[config.mk]
export PLATFORM = sky130hd
export DESIGN_NAME = inv_key_schedule
export DESIGN_NICKNAME = d
export VERILOG_FILES = /design/src/rtl/inv_key_schedule.sv
export SDC_FILE = /design/constraint.sdc
export NUM_CORES = 1
export LEC_CHECK = 0
export ABC_AREA = 1
export CAP_MARGIN = 20
export CORE_MARGIN = 2
export CORE_UTILIZATION = 30
export DETAILED_ROUTE_END_ITERATION = 8
export PLACE_DENSITY = 0.59
export SLEW_MARGIN = 20
export SYNTH_ARGS = -nofsm -noshare
export SYNTH_HDL_FRONTEND = slang
export SYNTH_SLANG_ARGS = --single-unit
[constraint.sdc]
create_clock -name clk -period 3.15 [get_ports clk]
set_input_delay 0.63 -clock clk [delete_from_list [all_inputs] [get_ports clk]]
set_output_delay 0.63 -clock clk [all_outputs]
set_load 0.1 [all_outputs]
[src/rtl/inv_key_schedule.sv]
// AES-128 inverse key schedule: steps a round-10 key back to round 0, one round key per accepted transfer.
// Optional sticky misuse flag `err` when INV_KEY_SCHEDULE_ERR_EN is defined.
module inv_key_schedule #(
  parameter int regSize = 32,
  parameter int vecSize = 4
) (
  input  logic                             clk,
  input  logic                             rst,
  input  logic                             start,
  input  logic [vecSize-1:0][regSize-1:0] key_in,
  input  logic                             key_ready,
  output logic                             key_valid,
  output logic [vecSize-1:0][regSize-1:0] round_key,
  output logic [3:0]                       round_idx,
  output logic                             busy,
  output logic                             done
`ifdef INV_KEY_SCHEDULE_ERR_EN
  ,
  output logic                             err
`endif
);

  typedef logic [vecSize-1:0][regSize-1:0] key_t;
  typedef enum logic {IDLE = 1'b0, EMIT = 1'b1} state_t;

  localparam logic [7:0] SBOX [0:255] = '{
    8'h63, 8'h7c, 8'h77, 8'h7b, 8'hf2, 8'h6b, 8'h6f, 8'hc5, 8'h30, 8'h01, 8'h67, 8'h2b, 8'hfe, 8'hd7, 8'hab, 8'h76,
    8'hca, 8'h82, 8'hc9, 8'h7d, 8'hfa, 8'h59, 8'h47, 8'hf0, 8'had, 8'hd4, 8'ha2, 8'haf, 8'h9c, 8'ha4, 8'h72, 8'hc0,
    8'hb7, 8'hfd, 8'h93, 8'h26, 8'h36, 8'h3f, 8'hf7, 8'hcc, 8'h34, 8'ha5, 8'he5, 8'hf1, 8'h71, 8'hd8, 8'h31, 8'h15,
    8'h04, 8'hc7, 8'h23, 8'hc3, 8'h18, 8'h96, 8'h05, 8'h9a, 8'h07, 8'h12, 8'h80, 8'he2, 8'heb, 8'h27, 8'hb2, 8'h75,
    8'h09, 8'h83, 8'h2c, 8'h1a, 8'h1b, 8'h6e, 8'h5a, 8'ha0, 8'h52, 8'h3b, 8'hd6, 8'hb3, 8'h29, 8'he3, 8'h2f, 8'h84,
    8'h53, 8'hd1, 8'h00, 8'hed, 8'h20, 8'hfc, 8'hb1, 8'h5b, 8'h6a, 8'hcb, 8'hbe, 8'h39, 8'h4a, 8'h4c, 8'h58, 8'hcf,
    8'hd0, 8'hef, 8'haa, 8'hfb, 8'h43, 8'h4d, 8'h33, 8'h85, 8'h45, 8'hf9, 8'h02, 8'h7f, 8'h50, 8'h3c, 8'h9f, 8'ha8,
    8'h51, 8'ha3, 8'h40, 8'h8f, 8'h92, 8'h9d, 8'h38, 8'hf5, 8'hbc, 8'hb6, 8'hda, 8'h21, 8'h10, 8'hff, 8'hf3, 8'hd2,
    8'hcd, 8'h0c, 8'h13, 8'hec, 8'h5f, 8'h97, 8'h44, 8'h17, 8'hc4, 8'ha7, 8'h7e, 8'h3d, 8'h64, 8'h5d, 8'h19, 8'h73,
    8'h60, 8'h81, 8'h4f, 8'hdc, 8'h22, 8'h2a, 8'h90, 8'h88, 8'h46, 8'hee, 8'hb8, 8'h14, 8'hde, 8'h5e, 8'h0b, 8'hdb,
    8'he0, 8'h32, 8'h3a, 8'h0a, 8'h49, 8'h06, 8'h24, 8'h5c, 8'hc2, 8'hd3, 8'hac, 8'h62, 8'h91, 8'h95, 8'he4, 8'h79,
    8'he7, 8'hc8, 8'h37, 8'h6d, 8'h8d, 8'hd5, 8'h4e, 8'ha9, 8'h6c, 8'h56, 8'hf4, 8'hea, 8'h65, 8'h7a, 8'hae, 8'h08,
    8'hba, 8'h78, 8'h25, 8'h2e, 8'h1c, 8'ha6, 8'hb4, 8'hc6, 8'he8, 8'hdd, 8'h74, 8'h1f, 8'h4b, 8'hbd, 8'h8b, 8'h8a,
    8'h70, 8'h3e, 8'hb5, 8'h66, 8'h48, 8'h03, 8'hf6, 8'h0e, 8'h61, 8'h35, 8'h57, 8'hb9, 8'h86, 8'hc1, 8'h1d, 8'h9e,
    8'he1, 8'hf8, 8'h98, 8'h11, 8'h69, 8'hd9, 8'h8e, 8'h94, 8'h9b, 8'h1e, 8'h87, 8'he9, 8'hce, 8'h55, 8'h28, 8'hdf,
    8'h8c, 8'ha1, 8'h89, 8'h0d, 8'hbf, 8'he6, 8'h42, 8'h68, 8'h41, 8'h99, 8'h2d, 8'h0f, 8'hb0, 8'h54, 8'hbb, 8'h16
  };

  function automatic logic [31:0] sub_word(input logic [31:0] w);
    return {SBOX[w[31:24]], SBOX[w[23:16]], SBOX[w[15:8]], SBOX[w[7:0]]};
  endfunction

  function automatic logic [31:0] rot_word(input logic [31:0] w);
    return {w[23:0], w[31:24]};
  endfunction

  function automatic logic [7:0] rcon(input logic [3:0] r);
    case (r)
      4'd1:    return 8'h01;
      4'd2:    return 8'h02;
      4'd3:    return 8'h04;
      4'd4:    return 8'h08;
      4'd5:    return 8'h10;
      4'd6:    return 8'h20;
      4'd7:    return 8'h40;
      4'd8:    return 8'h80;
      4'd9:    return 8'h1b;
      4'd10:   return 8'h36;
      default: return 8'h00;
    endcase
  endfunction

  // Undo one forward expansion step: round r key -> round r-1 key.
  function automatic key_t inv_step(input key_t k, input logic [3:0] r);
    key_t n;
    n[3] = k[3] ^ k[2];
    n[2] = k[2] ^ k[1];
    n[1] = k[1] ^ k[0];
    n[0] = k[0] ^ sub_word(rot_word(n[3])) ^ {rcon(r), 24'h0};
    return n;
  endfunction

  state_t      state_q, state_d;
  key_t        round_key_q, round_key_d;
  logic [3:0]  round_idx_q, round_idx_d;
  logic        done_q, done_d;
  logic        xfer;

  assign xfer = (state_q == EMIT) && key_ready;

  always_ff @(posedge clk) begin
    if (rst) state_q <= IDLE;
    else     state_q <= state_d;
  end

  always_comb begin
    state_d = state_q;
    case (state_q)
      IDLE:    if (start) state_d = EMIT;
      EMIT:    if (xfer && (round_idx_q == 4'd0)) state_d = IDLE;
      default: state_d = IDLE;
    endcase
  end

  always_comb begin
    key_valid = (state_q == EMIT);
    busy      = (state_q == EMIT);
  end

  always_comb begin
    round_key_d = round_key_q;
    round_idx_d = round_idx_q;
    done_d      = 1'b0;
    if ((state_q == IDLE) && start) begin
      round_key_d = key_in;
      round_idx_d = 4'd10;
    end else if (xfer) begin
      if (round_idx_q == 4'd0) begin
        done_d = 1'b1;
      end else begin
        round_key_d = inv_step(round_key_q, round_idx_q);
        round_idx_d = round_idx_q - 4'd1;
      end
    end
  end

  always_ff @(posedge clk) begin
    if (rst) begin
      round_key_q <= '0;
      round_idx_q <= 4'd0;
      done_q      <= 1'b0;
    end else begin
      round_key_q <= round_key_d;
      round_idx_q <= round_idx_d;
      done_q      <= done_d;
    end
  end

  assign round_key = round_key_q;
  assign round_idx = round_idx_q;
  assign done      = done_q;

`ifdef INV_KEY_SCHEDULE_ERR_EN
  logic err_q, err_d;

  // Sticky: any start request while a sequence is in flight.
  assign err_d = err_q | (start && (state_q == EMIT));

  always_ff @(posedge clk) begin
    if (rst) err_q <= 1'b0;
    else     err_q <= err_d;
  end

  assign err = err_q;
`endif

endmodule
==> results.md <==
- Synthesized area: 0.0191 mm2
- Vias in the first global route: 25,100
- CTS clk-pin slew, worst paths: 0.07 ns
- FF/Latch Area: between 0.002 and 0.003 mm2
- Max Slew Vio Count: 0
- Die height: around 260 um
- Final ANT Viol Nets: 0
- First-pass GRT wire length: 163 mm
- Synth cell types: 35
- Io pins: 267
- Drt total wl: approximately 110 mm
- Multi-input logic area: 0.0148 mm2
- Starting Density: a little under a third
- Critical path endpoint category: register
- Synth Area per Inst: 5.33 um2
- Clock root buffer: clkbuf_16
- Most common cell after layout, fill and taps aside: nand3_1
- Seq/Total Area, Yosys: 14.0%
- GR Overflow Total: 0
- Detailed-placement wirelength estimate: 80.6 mm
- End of the worst register-to-register path: round_key[31]$_SDFFE_PP0P_
- Setup crit start kind: register
- Vias: 27,800
- Status: complete, no violations
- Hold_ws: 0.494 ns
- Register bit total from synthesis: 134
- Max stage delay on crit path: roughly 0.42 ns
- Hold EP: round_key[111]$_SDFFE_PP0P_
- Die width: ~260 um
- Layout Skew: a little under 0.02 ns
- Worst hold path type: register to register
- Final core utilization: 38.3%
- Gpl congestion: between 1 and 1.5
- TNS Setup: 0 ns
- Area delta synth->final: 26.1%
- Initial antenna violation count: 2
- Post-CTS Hold Fix Bufs: 0
- Die ar.: about 0.066 mm2
- Drt via density: 5.93
- Final setup viols: 0
- Syn_nets: 3,792
- Critical-path cell list: inv_1 > nand2_1 > nand2_1 > ha_1 > inv_1 > nand3_1 > nand2_1 > inv_1 > nand2_1 > nand3_1 > nand3_1 > nand3_1 > nand3_1 > nand2_1 > nand2_1 > nand3_1 > nand2_1 > a21oi_1
- Worst rel slew slack: 25.8%
- Hold depth: 2
- H-tree levels: 4
- Clk sinks: 134
- Final min period: 2.90 ns
- Final period util: 92.0%
- Tot GR Track Use: 32.0%
- TritonCTS clock tree: built
- Worst path depth: 18
- Reg2reg path depth: 18
- 1st-iter DRT viols: between 4,000 and 5,000
- Data arrival, critical path: about 3.3 ns
- Pin count of the biggest net entering global routing: 69
- # DRC: 0
- Crit path kind: register to register
- FF-to-FF Start: round_key[112]$_SDFFE_PP0P_
- PD cells: 579 mW/mm2
- Nets: 4,033
- IO buf count: 266
- Hold Startpoint: round_key[111]$_SDFFE_PP0P_
- Max FO, Critical Path: 8
- RSZ-0062 raised after global routing: false
- Crit path required time: roughly 3.5 ns
- Peak VDD IR: 0.457 mV
- Share of layout cells above drive strength 1: 12.3%
- Worst reg2reg setup slack: 0.25 ns
- Buffer and inverter count on the worst path: 3
- Cell mode on critical path: nand2_1
- Syn. warnings: 0
- CP top delay family: simple AND/OR/NAND/NOR gates
- Later-pin clock latency in the skew report: around 0.52 ns
- # diodes: 0
- MaxCap Viol Count: 0
- Site Rows: 92
- Worst path slowest cell: dfxtp_1
- Core area: between 0.06 and 0.07 mm2
- Final Hold Fails: 0
- # resized after CTS: 0
- Leak: 11.2 nW
- Clock buffer depth: 2
- Syn Inst Count: 3,595
- Worst Tran Pin Value: around 1.1 ns
- Filler instances: 7,084
- Pre-Repair DR Iteration Count: 8
- Setup bufs post-CTS: 0
- CTS Buf Count: 17
- Avg WL per Cell: between 20 and 25 um
- Most frequent cells in the layout: 1,250 x nand3_1, 1,046 x nand2_1, 331 x buf_4
- Max frequency: about 0.35 GHz
[worst min-delay path, cell delays in order (launching register included)]
cell and delay [ns]:
dfxtp_1 0.33, nand2_1 0.07, a21oi_1 0.05
[Yosys cell counts]
master / instances / area [um2]
nand3_1: 1250 / 6260
nand2_1: 1054 / 3960
inv_1: 181 / 679
a21oi_1: 176 / 881
nor2_1: 155 / 582
clkbuf_1: 153 / 574
dfxtp_1: 134 / 2680
buf_2: 92 / 460
ha_1: 65 / 813
o21ai_0: 59 / 295
o221ai_1: 48 / 420
nand2_2: 32 / 200
a31oi_1: 27 / 169
nor3_1: 25 / 125
a41oi_1: 16 / 140
o21a_1: 16 / 120
xnor2_1: 16 / 140
or2_2: 13 / 81.3
buf_1: 11 / 41.3
o211ai_1: 11 / 82.6
xor2_1: 10 / 87.6
inv_2: 9 / 33.8
buf_4: 8 / 60.1
nand3b_1: 6 / 45.0
o21ai_1: 5 / 25.0
clkinv_1: 4 / 15.0
nand4_1: 4 / 25.0
nor2_2: 3 / 18.8
xnor2_2: 3 / 48.8
buf_6: 2 / 22.5
nor2_4: 2 / 22.5
o2111ai_1: 2 / 17.5
a211oi_1: 1 / 7.51
nand2_4: 1 / 11.3
o311ai_0: 1 / 8.76
[worst max-delay path by stage]
stage | start | endpoint | slack (ns)
finish | round_key[112]$_SDFFE_PP0P_ | round_key[31]$_SDFFE_PP0P_ | 0.25
global route | round_key[80]$_SDFFE_PP0P_ | round_key[31]$_SDFFE_PP0P_ | 0.02
CTS | round_key[112]$_SDFFE_PP0P_ | round_key[31]$_SDFFE_PP0P_ | 0.31
detailed placement | round_key[112]$_SDFFE_PP0P_ | round_key[31]$_SDFFE_PP0P_ | 0.32
global placement | round_key[112]$_SDFFE_PP0P_ | round_key[31]$_SDFFE_PP0P_ | 0.34
floorplan | round_key[81]$_SDFFE_PP0P_ | round_key[31]$_SDFFE_PP0P_ | 0.07
[final cells by class]
cell class | count | share of cell area (%)
Sequential cell | 134 | 11.1
Inverter | 194 | 3.05
Multi-Input combinational cell | 3001 | 61.1
Timing Repair Buffer | 488 | 17.9
Tap cell | 846 | 4.38
Clock inverter | 12 | 0.637
Clock buffer | 19 | 1.83
[routing by layer]
metal / wire, um / vias to the layer above / global-route usage (%)
met2: 45100 / 1893 / 46.7
met4: 6260 / 4 / 16.7
met3: 12000 / 374 / 6.85
met1: 45900 / 12800 / 43.9
met5: 23 / - / 0
li1: - / 12800 / -
[state kept, by name, indices dropped and copies added (netlist names)]
name / cells
round_key: 128
round_idx: 4
busy: 1
done: 1
[metrics by stage]
step | std cells | setup slack, ns | instance area [um2] | power [mW]
after global placement | 4663 | 0.340 | 23600 | 11.6
after floorplan | 3595 | 0.0696 | 19100 | 8.29
after CTS | 4694 | 0.306 | 24200 | 13.7
after detailed placement | 4663 | 0.323 | 23600 | 11.5
final | 4694 | 0.253 | 24200 | 14.0
after global routing | 4694 | 0.0195 | 24200 | 14.7
[report_power, final]
group / switching, mW / internal [mW] / total [mW] / leakage [nW]
combinational: 6.63 / 2.85 / 9.48 / 9.82
sequential: 0.378 / 1.87 / 2.24 / 1.11
clock: 1.00 / 1.26 / 2.26 / 0.273
total: 8.01 / 5.97 / 14.0 / 11.2
[kinds of logic after synthesis]
kind of cell / after synthesis / synth area share (%)
and+or+nand+nor: 2545 / 59.1
buffers and inverters: 460 / 9.85
AOI/OAI and AO/OA: 362 / 11.3
DFF: 134 / 14.0
adders and majority gates: 65 / 4.25
xor gates and xnor gates: 29 / 1.44
(Power assumes the default switching activity.)
